`src/rtl/fetch_sequencer.sv`:
```
// Instruction fetch sequencer: one outstanding memory read, a single held instruction for decode,
// and redirect handling. Define FETCH_SEQ_FLUSH_COUNT_EN to add the saturating flush_count output.
module fetch_sequencer #(
    parameter int bits  = 32,
    parameter int isize = 2
) (
    input  logic                     clk,
    input  logic                     rst,
    input  logic [bits-1:0]          ip_addr,
    output logic                     ip_incr,
    output logic                     ip_jmp,
    output logic [bits-1:0]          ip_jaddr,
    output logic                     mem_req,
    output logic [bits-1:0]          mem_addr,
    input  logic                     mem_ack,
    input  logic [(8<<isize)-1:0]    mem_rdata,
    input  logic                     redirect,
    input  logic [bits-1:0]          redirect_addr,
    output logic                     inst_valid,
    input  logic                     inst_ready,
    output logic [(8<<isize)-1:0]    inst_data,
    output logic [bits-1:0]          inst_addr
`ifdef FETCH_SEQ_FLUSH_COUNT_EN
    ,
    output logic [15:0]              flush_count
`endif
);

    typedef enum logic [1:0] {IDLE, REQ, HOLD, DRAIN} state_t;

    state_t          state;
    state_t          state_nx;
    logic [bits-1:0] drain_addr;
    logic            capture;
    logic            drain_load;

    always_ff @(posedge clk) begin
        if (rst) begin
            state      <= IDLE;
            inst_data  <= '0;
            inst_addr  <= '0;
            drain_addr <= '0;
        end else begin
            state <= state_nx;
            if (capture) begin
                inst_data <= mem_rdata;
                inst_addr <= mem_addr;
            end
            if (drain_load) begin
                drain_addr <= mem_addr;
            end
        end
    end

    // Reset masks the IP strobes so a same-cycle redirect or ack cannot leak out.
    always_comb begin
        state_nx   = state;
        ip_incr    = 1'b0;
        ip_jmp     = 1'b0;
        ip_jaddr   = '0;
        mem_req    = 1'b0;
        mem_addr   = '0;
        inst_valid = 1'b0;
        capture    = 1'b0;
        drain_load = 1'b0;

        if (state != IDLE && redirect && !rst) begin
            ip_jmp   = 1'b1;
            ip_jaddr = redirect_addr;
        end

        case (state)
            IDLE: begin
                state_nx = REQ;
            end
            REQ: begin
                mem_req  = 1'b1;
                mem_addr = ip_addr;
                if (mem_ack && !redirect) begin
                    capture  = 1'b1;
                    ip_incr  = ~rst;
                    state_nx = HOLD;
                end else if (mem_ack) begin
                    state_nx = REQ;
                end else if (redirect) begin
                    // The memory still owes us a response for the old address; track it.
                    drain_load = 1'b1;
                    state_nx   = DRAIN;
                end
            end
            HOLD: begin
                inst_valid = 1'b1;
                if (redirect || inst_ready) begin
                    state_nx = REQ;
                end
            end
            DRAIN: begin
                mem_req  = 1'b1;
                mem_addr = drain_addr;
                if (mem_ack) begin
                    state_nx = REQ;
                end
            end
            default: begin
                state_nx = IDLE;
            end
        endcase
    end

`ifdef FETCH_SEQ_FLUSH_COUNT_EN
    // Every redirect outside IDLE discards in-flight or held work.
    always_ff @(posedge clk) begin
        if (rst) begin
            flush_count <= '0;
        end else if (ip_jmp && flush_count != 16'hFFFF) begin
            flush_count <= flush_count + 16'd1;
        end
    end
`endif

endmodule

```
`config.mk`:
```
export PLATFORM = sky130hd
export DESIGN_NAME = fetch_sequencer
export DESIGN_NICKNAME = d
export VERILOG_FILES = /design/src/rtl/fetch_sequencer.sv
export SDC_FILE = /design/constraint.sdc
export NUM_CORES = 1
export LEC_CHECK = 0
export ABC_AREA = 1
export BUFFER_PORTS_ARGS = -buffer_cell sky130_fd_sc_hd__buf_4
export CORE_MARGIN = 2
export CORE_UTILIZATION = 48
export CTS_BUF_LIST = sky130_fd_sc_hd__clkbuf_4 sky130_fd_sc_hd__clkbuf_8 sky130_fd_sc_hd__clkbuf_16
export DETAILED_ROUTE_END_ITERATION = 16
export GPL_TIMING_DRIVEN = 1
export PLACE_DENSITY = 0.85
export SLEW_MARGIN = 20
export SYNTH_ARGS = -nofsm -noshare
export SYNTH_HDL_FRONTEND = slang
export SYNTH_SLANG_ARGS = --single-unit
```
`constraint.sdc`:
```
create_clock -name clk -period 1.9 [get_ports clk]
set_input_delay 0.38 -clock clk [delete_from_list [all_inputs] [get_ports clk]]
set_output_delay 0.38 -clock clk [all_outputs]
set_load 0.02 [all_outputs]
```
==> results.toml, run 1 <==
[worst_setup_path]
crit_type = "flop to output pin"
setup.worst_path.start_class = "flop"
critPathRequiredTime_ns = 1.52
slowest_stage = "dfxtp_4"
crit_arrival_ns = 1.47
r2r_slack_ns = 0.46
reg2reg_to = "inst_data[3]"
crit_fanout = 32
timing.rr.start = "state[1]"
ff2ff_path_depth = 6
worstSetupEndpointType = "output pin"
crit_chain = "nand2_1 -> buf_12 -> o21ai_1 -> buf_4"
cpPeakStageDelay_ns = 0.39

[outcome]
status = "completed"

[timing]
worst_pin_slew_ns = 0.598
fin_worst_skew_ns = 0.0143
period_needed_ns = 1.85
whs_ns = 0.208
finalCritPeriodShare_pct = 97.2
finalSetupViolations = 0
max_freq_mhz = 541
max_slew_margin_pct = 60.1
slew_violations = 0
finalHoldViolCount = 0

[die]
start_util_pct = 49.0
die_area_mm2 = 0.00963
core_mm2 = 0.00868
ios = 233
die_x_um = 98.2
rows = 34
dieHeight_um = 98.2

[min_path]
hold_path_end = "state[0]"
worstHoldPathType = "input port to flop"
min_path_cells = 2
hp-start = "rst"

[flow_run]
cap_violations = 0

[final_layout]
final_cell_area_mm2 = 0.00635
area_delta_synth_final_pct = 49.2
final_cell_mix = "241 x buf_4, 221 x nor2_1, 100 x nand2_1, 96 x dfxtp_1, 67 x inv_1"
nNetsFinal = 963
diodes = 0
mostFrequentLayoutCell = "buf_4"
drive_gt1_share_pct = 35.3

[place]
dpl-instance-area_mm2 = 0.00607
hpwl_um = 9430
port_buffers = 232
gp_congestion = 0.849

[cts]
numCtsBuffers = 9
ctsHoldBuffers = 0
clk_pin_slew_worst_paths_ns = 0.08
clockBufferDepth = 2
cts_tree = "yes"
clock-sinks = 98
htree_levels = 3
clock_latency_ns = 0.35
clockRootBuffer = "clkbuf_8"

[drt]
vias = 4777
ant_nets = 0
drt-initial-drc-count = 197
vias_per_cell = 4.90
wirelength_um = 12800
dr.pass1.iters = 5
wl_per_cell_um = 13.2
drc_errors = 0

[synth]
synth-seq-area-share_pct = 46.1
ys_ff_latch = 98
syn_inst = 647
yosysTopAreaCell = "dfxtp_1"
netlist_area_mm2 = 0.00426
ys_types = 18
yosysWarnings = 0
syn_area_per_cell_um2 = 6.58
ys_top_cells_by_area = "dfxtp_1 46%, nor2_1 20%, nand2_1 8.9%"
synth.top_cell.area_share_pct = 46.1
syn-num-nets = 748

[grt]
grt_max_degree = 70
grt_pass1_vias = 4364
antenna_found_initial = 0
grt.overflow.total = 0
grt.total_usage_pct = 25.3
grt_pass1_wl_um = 20200

[power_and_ir_drop]
cellLeakagePower_nw = 3.39
p_per_area_mw_per_mm2 = 727
ir_drop_uv = 456
-- timing repair --
action                                  CTS  global route
setup buffers                             1             0
endpoints found under the hold margin     0             0
pin swaps                                 1             0
endpoints found under the setup margin   65            24
gates resized for setup                   8            26
cloned                                    0             0
-- synth_stat cells --
| cell type | n |
|---|---|
| nor2_1 | 230 |
| nand2_1 | 101 |
| dfxtp_1 | 98 |
| inv_1 | 68 |
| o21ai_0 | 59 |
| o21ai_1 | 28 |
| clkbuf_1 | 17 |
| buf_2 | 14 |
| o21ai_2 | 10 |
| clkbuf_2 | 6 |
| buf_4 | 4 |
| inv_2 | 3 |
| nand3_1 | 3 |
| a21oi_1 | 2 |
| nand3_4 | 1 |
| nor2_2 | 1 |
| nor2_4 | 1 |
| o211ai_1 | 1 |
-- cells by family (layout without fill, tap and decap cells) --
logic type / count (synthesis) / in the layout / synth area share [%]
buffers and inverters: 112 / 331 / 10.8
AO/OA/AOI/OAI: 100 / 100 / 12.7
AND/OR/NAND/NOR: 337 / 337 / 30.4
flip-flops: 98 / 98 / 46.1
-- stage by stage --
stage | TNS [ns] | setup WS, ns | power [mW] | instances | utilization (%)
after global placement | 0 | 0.255 | 3.40 | 958 | 70.0
after floorplan | 0 | 0.231 | 2.90 | 647 | -
after global routing | -0.00250 | -0.00250 | 4.87 | 974 | 73.2
final | 0 | 0.0527 | 4.62 | 974 | 73.2
after CTS | 0 | 0.0247 | 4.64 | 974 | 72.2
after detailed placement | 0 | 0.213 | 3.43 | 958 | 70.0
-- cell type report --
type	count	area [um2]
clock inverter	3	25.0
multi-input combinational	437	1930
sequential	98	1970
inverter	71	267
clock buffer	12	146
timing repair buffer	245	1880
fill	693	2330
tap	108	135
-- state kept, by name, indices dropped and copies added, names as in the netlist --
name,count
drain_addr,32
inst_addr,32
inst_data,32
state,2
-- metal layers --
metal	vias to the layer above	wire length (um)	GRT usage, %
li1	2379	-	-
met1	2152	4630	28.9
met2	209	6710	46.0
met3	37	1000	4.72
met4	0	468	11.1
met5	-	0	0
-- power breakdown --
group	switching, mW	internal, mW	leakage [nW]	total, mW
clock network	0.678	0.522	0.0873	1.20
registers	0.0545	2.17	0.800	2.23
logic	0.680	0.507	2.50	1.19
-- worst max-delay path by stage --
stage | startpoint | to | slack, ns | cells after the start
after floorplan | state[0] | ip_incr | 0.23 | 7
after global placement | redirect | ip_jaddr[19] | 0.26 | 7
after detailed placement | redirect | ip_jaddr[19] | 0.21 | 7
after CTS | state[1] | ip_jaddr[2] | 0.02 | 6
after global routing | state[0] | mem_addr[22] | -0.002 | 6
final | state[1] | mem_addr[7] | 0.05 | 4
-- critical path: cells and delay by family (launching register included) --
family	cells	cell delay, ns
and+or+nand+nor	1	0.10
DFF	1	0.39
AOI/OAI and AO/OA	1	0.24
buffers and inverters	2	0.38
Power figures use the tool's default switching activity.
==> run 2: changes to the inputs <==
--- a/config.mk
+++ b/config.mk
@@ -13,6 +13,7 @@
 export DETAILED_ROUTE_END_ITERATION = 16
 export GPL_TIMING_DRIVEN = 1
 export PLACE_DENSITY = 0.85
+export RECOVER_POWER = 100
 export SLEW_MARGIN = 20
 export SYNTH_ARGS = -nofsm -noshare
 export SYNTH_HDL_FRONTEND = slang
==> run 2 against run 1 <==
  * Sequential power about the same
  * Clock-buffer cell count is the same
  * Wire length increased by 0.30%
  * Via count decreased by 0.17%
  * Final cell count stayed put
  * Critical path depth unchanged
==> results.toml, run 2 (synthesis results as in run 1) <==
[place]
dpl-instance-area_mm2 = 0.00607
dp_cells = 958
port_buffers = 232
gp_congestion = 0.849
pre_cts_ws_ns = 0.213
hpwl_um = 9430

[grt]
grt.total_usage_pct = 25.3
antenna_found_initial = 0
grt_pass1_wl_um = 20200
grt.overflow.total = 0
grt_max_degree = 70
grt_pass1_vias = 4364

[final_layout]
mostFrequentLayoutCell = "nor2_1"
reg.largest.list = "drain_addr: 32 flops, inst_addr: 32 flops, inst_data: 32 flops"
nNetsFinal = 963
diodes = 0
register_area_mm2 = 0.00197
final_cell_area_mm2 = 0.00596
area_delta_synth_final_pct = 40.1
final_cells = 974
nFillCells = 804
multiInputGateArea_mm2 = 0.00191
drive_gt1_share_pct = 27.4
final_cell_mix = "221 x nor2_1, 124 x buf_4, 100 x nand2_1, 96 x dfxtp_1, 68 x inv_1"

[die]
dieHeight_um = 98.2
rows = 34
die_x_um = 98.2
core_mm2 = 0.00868
start_util_pct = 49.0
ios = 233
die_area_mm2 = 0.00963

[power_and_ir_drop]
finalPower_mw = 4.51
cellLeakagePower_nw = 3.08
ir_drop_uv = 442
p_per_area_mw_per_mm2 = 757

[cts]
clk_pin_slew_worst_paths_ns = 0.08
htree_levels = 3
clockRootBuffer = "clkbuf_8"
clockBufferDepth = 2
clock_latency_ns = 0.35
numCtsBuffers = 9
cts_tree = "yes"
clock-sinks = 98

[worst_setup_path]
timing.rr.start = "state[1]"
reg2reg_to = "inst_data[31]"
crit_path_end = "mem_addr[5]"
cp-startpoint = "state[1]"
critPathRequiredTime_ns = 1.52
crit_fanout = 32
r2r_slack_ns = 0.23
setup.worst_path.start_class = "flop"
crit_arrival_ns = 1.46
worstSetupEndpointType = "output pin"
ff2ff_path_depth = 7
crit_type = "flop to output pin"

[drt]
dr.pass1.iters = 7
wl_per_cell_um = 13.2
ant_nets = 0
wirelength_um = 12800
vias = 4769
drt-initial-drc-count = 272
vias_per_cell = 4.90
drc_errors = 0

[timing]
rsz0062_at_grt = "no"
worst_pin_slew_ns = 0.744
period_needed_ns = 1.84
slew_violations = 0
finalSetupViolations = 0
timing.final.ws_setup_ns = 0.0629
fin_worst_skew_ns = 0.0194
max_freq_mhz = 544
final.setup.tns_ns = 0
max_slew_margin_pct = 50.4
finalCritPeriodShare_pct = 96.7
finalHoldViolCount = 0

[flow_run]
cap_violations = 0

[min_path]
worstHoldPathType = "input port to flop"

[outcome]
status = "completed"
## run 2: changes by cell type in the layout (fill, tap and decap cells not counted), sizes merged
cell,delta
buf,-98
clkbuf,+98
## run 2: what timing repair did
item                       4_1_cts  5_1_grt
setup endpoints to repair       65       24
gates resized for setup          8       26
buffers inserted                 1        0
pin swaps                        1        0
hold buffers                     0        0
## run 2: routing by layer
| metal | vias to the layer above | wire, um | global-route usage, % |
|---|---|---|---|
| met5 | - | 0 | 0 |
| li1 | 2374 | - | - |
| met2 | 191 | 6720 | 46.0 |
| met1 | 2173 | 4880 | 28.9 |
| met3 | 31 | 835 | 4.72 |
| met4 | 0 | 412 | 11.1 |
## run 2: worst min path at each step
stage,from,to,cells past startpoint
2_1_floorplan,rst,state[0],1
3_3_place_gp,inst_data[27],inst_data[27],2
3_5_place_dp,inst_data[12],inst_data[12],2
4_1_cts,rst,state[0],2
5_1_grt,rst,state[0],2
6_report,rst,state[0],2
## run 2: per-stage QoR
step                      hold WS [ns]  util, %
after floorplan                  0.449        -
after global placement           0.492     70.0
after detailed placement         0.502     70.0
after CTS                        0.196     72.2
after global routing             0.196     68.7
final                            0.211     68.7
## run 2: cell type report
cell class              count  share of cell area, %
flip-flops and latches     98                   33.0
inverters                  71                   4.47
well taps                 108                   2.27
multi-input cells         437                   32.1
clock inverters             3                  0.420
repair buffers            245                   25.2
clock buffers              12                   2.46
## run 2: where the power goes
group | total [mW] | switching, mW | leakage (nW) | internal (mW)
logic | 1.08 | 0.678 | 2.19 | 0.402
registers | 2.23 | 0.0520 | 0.800 | 2.17
clock network | 1.20 | 0.683 | 0.0873 | 0.522
## run 2: critical path, stage by stage (launching register included)
cell and delay (ns):
dfxtp_4 0.39, nand2_1 0.10, buf_12 0.19, o21ai_1 0.22, buf_2 0.21
